===== src/rtl/perceptron_trainer.sv =====
// Sequential single-neuron perceptron: one MAC per cycle, threshold, and a
// serial saturating perceptron update when training on a misclassified sample.
//
// state | meaning
// IDLE  | waiting for a sample or a weight write
// MAC   | accumulating w[i]*x[i], one feature per cycle
// ACT   | threshold, result strobe, epoch bookkeeping
// UPD   | writing back w[0..N_IN-1] then the bias, one per cycle
module perceptron_trainer #(
  parameter int N_IN     = 4,
  parameter int DATA_W   = 8,
  parameter int W_W      = 8,
  parameter int LR_SHIFT = 0,
  parameter int ACC_W    = W_W + DATA_W + $clog2(N_IN + 1) + 1
) (
  input  logic                          clk,
  input  logic                          rst,
  input  logic                          mode,
  input  logic                          s_valid,
  output logic                          s_ready,
  input  logic [N_IN*DATA_W-1:0]        s_x,
  input  logic                          s_label,
  input  logic                          s_last,
  input  logic                          wr_en,
  input  logic [$clog2(N_IN+1)-1:0]     wr_idx,
  input  logic [W_W-1:0]                wr_data,
  input  logic [$clog2(N_IN+1)-1:0]     rd_idx,
  output logic [W_W-1:0]                rd_data,
  output logic                          o_valid,
  output logic                          o_pred,
  output logic signed [1:0]             o_err,
  output logic [15:0]                   epoch_errs,
  output logic                          converged
);

  localparam int IDX_W  = $clog2(N_IN + 1);
  localparam int PROD_W = W_W + DATA_W;
  localparam int SUM_W  = ((W_W > DATA_W) ? W_W : DATA_W) + 2;
  localparam logic [IDX_W-1:0] BIAS_IDX = IDX_W'(N_IN);
  localparam logic [IDX_W-1:0] LAST_X   = IDX_W'(N_IN - 1);
  localparam logic signed [ACC_W-1:0] ACC_ZERO = '0;
  localparam logic signed [SUM_W-1:0] W_MAX = SUM_W'((2 ** (W_W - 1)) - 1);
  localparam logic signed [SUM_W-1:0] W_MIN = SUM_W'(-(2 ** (W_W - 1)));
  localparam logic signed [SUM_W-1:0] SUM_ONE = SUM_W'(1);

  typedef enum logic [1:0] {IDLE, MAC, ACT, UPD} state_t;

  state_t                    state;
  logic [IDX_W-1:0]          idx;
  // Entries 0..N_IN-1 are feature weights, entry N_IN is the bias.
  logic signed [W_W-1:0]     w [N_IN+1];
  logic signed [ACC_W-1:0]   acc;
  // Captured features; rotated one slot per MAC/UPD cycle so slot 0 is current.
  logic [N_IN*DATA_W-1:0]    x_sh;
  logic                      label_r;
  logic                      last_r;
  logic                      mode_r;
  logic                      err_neg;
  logic [15:0]               err_cnt;

  logic [N_IN*DATA_W-1:0]    x_rot;
  logic signed [DATA_W-1:0]  x_cur;
  logic signed [DATA_W-1:0]  step_x;
  logic signed [W_W-1:0]     w_sel;
  logic signed [PROD_W-1:0]  prod;
  logic                      pred;
  logic                      err_hit;
  logic [15:0]               cnt_next;
  logic signed [SUM_W-1:0]   step_ext;
  logic signed [SUM_W-1:0]   upd_sum;
  logic signed [W_W-1:0]     w_sat;

  assign s_ready = (state == IDLE) && !wr_en;
  assign rd_data = (rd_idx <= BIAS_IDX) ? w[rd_idx] : '0;

  assign x_rot  = (x_sh >> DATA_W) | (x_sh << ((N_IN - 1) * DATA_W));
  assign x_cur  = x_sh[DATA_W-1:0];
  assign step_x = x_cur >>> LR_SHIFT;
  assign w_sel  = w[idx];
  assign prod   = PROD_W'(w_sel) * PROD_W'(x_cur);
  assign pred   = (acc > ACC_ZERO);
  assign err_hit = mode_r && (label_r != pred);

  // Saturating error counter value including the sample now in ACT.
  always_comb begin
    cnt_next = err_cnt;
    if (err_hit && (err_cnt != 16'hFFFF)) cnt_next = err_cnt + 16'd1;
  end

  // Update step for the current index: +/- feature for weights, +/-1 for bias, then clamp.
  always_comb begin
    step_ext = (idx == BIAS_IDX) ? SUM_ONE : SUM_W'(step_x);
    upd_sum  = err_neg ? (SUM_W'(w_sel) - step_ext) : (SUM_W'(w_sel) + step_ext);
    if (upd_sum > W_MAX)      w_sat = W_MAX[W_W-1:0];
    else if (upd_sum < W_MIN) w_sat = W_MIN[W_W-1:0];
    else                      w_sat = upd_sum[W_W-1:0];
  end

  // Control FSM with datapath, weight storage and registered result/epoch outputs.
  always_ff @(posedge clk) begin
    if (rst) begin
      state      <= IDLE;
      idx        <= '0;
      acc        <= '0;
      x_sh       <= '0;
      label_r    <= 1'b0;
      last_r     <= 1'b0;
      mode_r     <= 1'b0;
      err_neg    <= 1'b0;
      err_cnt    <= '0;
      o_valid    <= 1'b0;
      o_pred     <= 1'b0;
      o_err      <= '0;
      epoch_errs <= '0;
      converged  <= 1'b0;
      for (int i = 0; i <= N_IN; i++) w[i] <= '0;
    end else begin
      o_valid <= 1'b0;
      case (state)
        IDLE: begin
          if (wr_en) begin
            if (wr_idx <= BIAS_IDX) w[wr_idx] <= wr_data;
          end else if (s_valid) begin
            x_sh    <= s_x;
            label_r <= s_label;
            last_r  <= s_last;
            mode_r  <= mode;
            acc     <= ACC_W'(w[BIAS_IDX]);
            idx     <= '0;
            state   <= MAC;
          end
        end
        MAC: begin
          acc  <= acc + ACC_W'(prod);
          x_sh <= x_rot;
          if (idx == LAST_X) begin
            idx   <= '0;
            state <= ACT;
          end else begin
            idx <= idx + IDX_W'(1);
          end
        end
        ACT: begin
          o_valid <= 1'b1;
          o_pred  <= pred;
          if (err_hit) begin
            o_err   <= label_r ? 2'sb01 : 2'sb11;
            err_neg <= !label_r;
            state   <= UPD;
          end else begin
            o_err <= '0;
            state <= IDLE;
          end
          if (mode_r) begin
            if (last_r) begin
              epoch_errs <= cnt_next;
              if (cnt_next == 16'd0) converged <= 1'b1;
              err_cnt <= '0;
            end else begin
              err_cnt <= cnt_next;
            end
          end
        end
        UPD: begin
          w[idx] <= w_sat;
          x_sh   <= x_rot;
          if (idx == BIAS_IDX) begin
            idx   <= '0;
            state <= IDLE;
          end else begin
            idx <= idx + IDX_W'(1);
          end
        end
        default: state <= IDLE;
      endcase
    end
  end

endmodule


===== config.mk =====
export PLATFORM = sky130hd
export DESIGN_NAME = perceptron_trainer
export DESIGN_NICKNAME = d
export VERILOG_FILES = /design/src/rtl/perceptron_trainer.sv
export SDC_FILE = /design/constraint.sdc
export NUM_CORES = 1
export LEC_CHECK = 0
export CORE_MARGIN = 2
export CORE_UTILIZATION = 35
export DETAILED_ROUTE_END_ITERATION = 8
export PLACE_DENSITY = 0.64
export SLEW_MARGIN = 20
export SYNTH_ARGS = -nofsm -noshare
export SYNTH_HDL_FRONTEND = slang
export SYNTH_SLANG_ARGS = --single-unit
export TNS_END_PERCENT = 10

===== constraint.sdc =====
create_clock -name clk -period 7.9 [get_ports clk]
set_input_delay 1.58 -clock clk [delete_from_list [all_inputs] [get_ports clk]]
set_output_delay 1.58 -clock clk [all_outputs]
set_load 0.01 [all_outputs]

==> impl_metrics.json <==
{
  "finalPower_mw": 3.00,
  "die_h_um": 193,
  "busiest_layer": "met2",
  "whs_path_depth": 2,
  "hold_buffers": 0,
  "finalCritPeriodShare": 0.892,
  "path_clk_slew_ns": 0.07,
  "root_buffer": "clkbuf_16",
  "num-fill-cells": 3377,
  "syn-cell-area_sq_um": 12500,
  "critPathSlowestCell": "dfxtp_1",
  "finalClockSkew_ns": 0.0133,
  "grt_pass1_vias": 9415,
  "cts_tree": "yes",
  "p_leak_nw": 5.63,
  "start_util": 0.353,
  "max_freq_mhz": 142,
  "min_from": "o_err[0]$_SDFFE_PP0P_",
  "yosysSeqAreaShare": 0.316,
  "ant_nets": 0,
  "status": "complete, no violations",
  "synthMuxAreaShare": 0.0921,
  "crit_chain": "mux4_2, mux2i_4, and2b_1, inv_1, fa_1, inv_1, fa_1, fa_1, fa_1, fa_1, ha_1, o21a_1, a2111oi_0, o31ai_1, o211ai_1, o21ai_0, a21oi_1, nand2_1, a211oi_1",
  "p_comb_frac": 0.386,
  "area_growth_pct": 14.6,
  "vias_per_cell": 5.34,
  "numClockSinks": 165,
  "p_int_mw": 1.93,
  "pwr-share-clk": 0.286,
  "drv_cap": 0,
  "nNetsFinal": 1548,
  "grt-ovfl-total": 0,
  "vias": 9718,
  "port_buffers": 82,
  "setup_tns_ns": 0,
  "stdcell_count": 1820,
  "ios": 83,
  "place_hpwl_um": 23500,
  "crit_arrival_ns": 7.41,
  "avgSynthCellArea_sq_um": 9.58,
  "synthArstFlopShare": 0,
  "post-cts-setup-buffers": 0,
  "switching_share": 0.357,
  "drive_gt1_frac": 0.0803,
  "synth_compound_area_frac": 0.131,
  "synth_top_family_by_area": "adder cells",
  "antenna_found_initial": 1,
  "ff_latch_area_sq_um": 3950,
  "yosys_register_bits": 165,
  "die_w_um": 193,
  "crit_type": "reg2reg",
  "multi_input_area_sq_um": 7770,
  "endpoint_kind": "flop",
  "dp.cells": 1787,
  "rows": 69,
  "h-tree-depth": 4,
  "dieArea_sq_um": 37200,
  "met1_usage": 0.242,
  "synth-xor-area-share": 0.0232,
  "worst_skew_pair.late_latency_ns": 0.45,
  "fp.coreArea_sq_um": 35300,
  "drtPass1Iterations": 6,
  "ys_types": 74,
  "tightest_slew_ns": 1.06,
  "routed_wl_um": 30900,
  "cpPeakStageDelay_ns": 0.74,
  "grtUsageTotal": 0.173,
  "crit_path_start_kind": "flop",
  "switchingPower_mw": 1.07,
  "grt_start_max_net_pins": 86,
  "gp_congestion": 0.879,
  "gr-usage-met2": 0.272,
  "vdd_drop_max_mv": 0.130,
  "hold_viol": 0,
  "clk_path_buf_depth": 2,
  "layout_common_cells": "166 x nor2_1, 126 x inv_1, 100 x dfxtp_1",
  "drcViolationCount": 0,
  "period_needed_ns": 7.05,
  "cts_buffers": 17,
  "ctsResizeCount": 0,
  "wl_per_cell_um": 17.0,
  "synthAdderAreaFrac": 0.204,
  "crit_fanout": 13,
  "powerDensity_nw_per_um2": 210,
  "yosys.area_share.simple": 0.171,
  "r2r_cells": 19,
  "rsz0062_at_grt": "no",
  "yosys_warnings": 0,
  "synth_flop_cell": "dfxtp_1",
  "crit_top_cell": "fa_1",
  "final_common_cell": "nor2_1",
  "synth_nets": 1505,
  "syn_inst": 1302,
  "grt_pass1_wl_um": 50200,
  "slew_headroom": 0.293,
  "required_ns": 8.26,
  "drv_slew": 0,
  "use_met3": 0.0298,
  "hp-class": "reg2reg",
  "setup_viol": 0,
  "p_seq_frac": 0.329,
  "synth_edf_count": 64,
  "drtIter0Drc": 646
}
==> layout make-up <==
cell class              instances  share of cell area
well taps                     461              0.0403
clock buffers                  24              0.0367
multi-input cells             938               0.543
clock inverters                 8             0.00586
diodes                          1            0.000175
repair buffers                 96              0.0646
inverters                     127              0.0333
flip-flops and latches        165               0.276
==> synth_stat cells (16+ instances only) <==
cell / number / share of area
nor2_1: 168 / 0.051
inv_1: 126 / 0.038
dfxtp_1: 101 / 0.16
fa_1: 89 / 0.14
nand2_1: 85 / 0.026
edfxtp_1: 64 / 0.15
ha_1: 61 / 0.061
clkbuf_1: 59 / 0.018
a21oi_1: 49 / 0.020
a211oi_1: 48 / 0.029
mux2i_1: 44 / 0.035
nor3_1: 40 / 0.016
nor4_1: 34 / 0.017
o21ai_0: 34 / 0.014
and2_1: 27 / 0.014
nand3_1: 27 / 0.011
mux4_2: 21 / 0.038
xnor2_1: 20 / 0.014
a311oi_1: 16 / 0.011
==> worst max-delay path, delay by kind of cell (launching register included) <==
family,cells,cell delay (ns)
compound gates,7,1.82
mux,2,0.91
buf+inv,2,0.25
simple gates,2,0.56
flops,1,0.74
fa+ha+maj,6,2.67
==> registers in the layout (all words and copies together), names as in the netlist, 2 cells and up, named ones only <==
register    flops
state           2
o_err           2
idx             3
w              64
acc            20
epoch_errs     16
err_cnt        16
x_sh           32
==> cells by family (layout without fill, tap and decap cells) <==
family                   Yosys count  after routing
AO/OA/AOI/OAI                    224            224
XOR/XNOR                          33             33
adder cells (fa/ha/maj)          150            150
buffers and inverters            199            255
flip-flops                       165            165
multiplexers                      81             81
other                              0              1
AND/OR/NAND/NOR                  450            450
==> power by group through the flow <==
| stage | Sequential, mW | Clock, mW | Combinational, mW |
|---|---|---|---|
| 6_report | 0.987 | 0.858 | 1.16 |
| 5_1_grt | 0.994 | 0.903 | 1.31 |
| 4_1_cts | 0.985 | 0.874 | 1.16 |
| 3_5_place_dp | 1.00 | 0 | 1.14 |
| 3_3_place_gp | 1.00 | 0 | 1.13 |
| 2_1_floorplan | 0.970 | 0 | 0.951 |
==> stage by stage <==
step           utilization  hold WS (ns)  setup WS, ns  area [sq um]
3_5_place_dp         0.388         0.452         0.827         13700
2_1_floorplan            -         0.476          1.37         12500
4_1_cts              0.405         0.461         0.764         14300
6_report             0.405         0.461         0.850         14300
3_3_place_gp         0.388         0.451         0.891         13700
5_1_grt              0.405         0.493         0.348         14300
==> path summary, 6_finish.rpt <==
check,slack (ns),to
setup / recovery,0.85,acc[19]$_SDFFE_PP0P_
hold reg to reg,0.46,o_err[0]$_SDFFE_PP0P_
setup reg to reg,0.85,acc[19]$_SDFFE_PP0P_
hold / removal,0.46,o_err[0]$_SDFFE_PP0P_
==> metal layers <==
metal  wire (um)  share of wire
met5           0              0
met4         593          0.019
met3        1570          0.051
met2       14400           0.47
met1       14300           0.46
(Power assumes the default switching activity.)
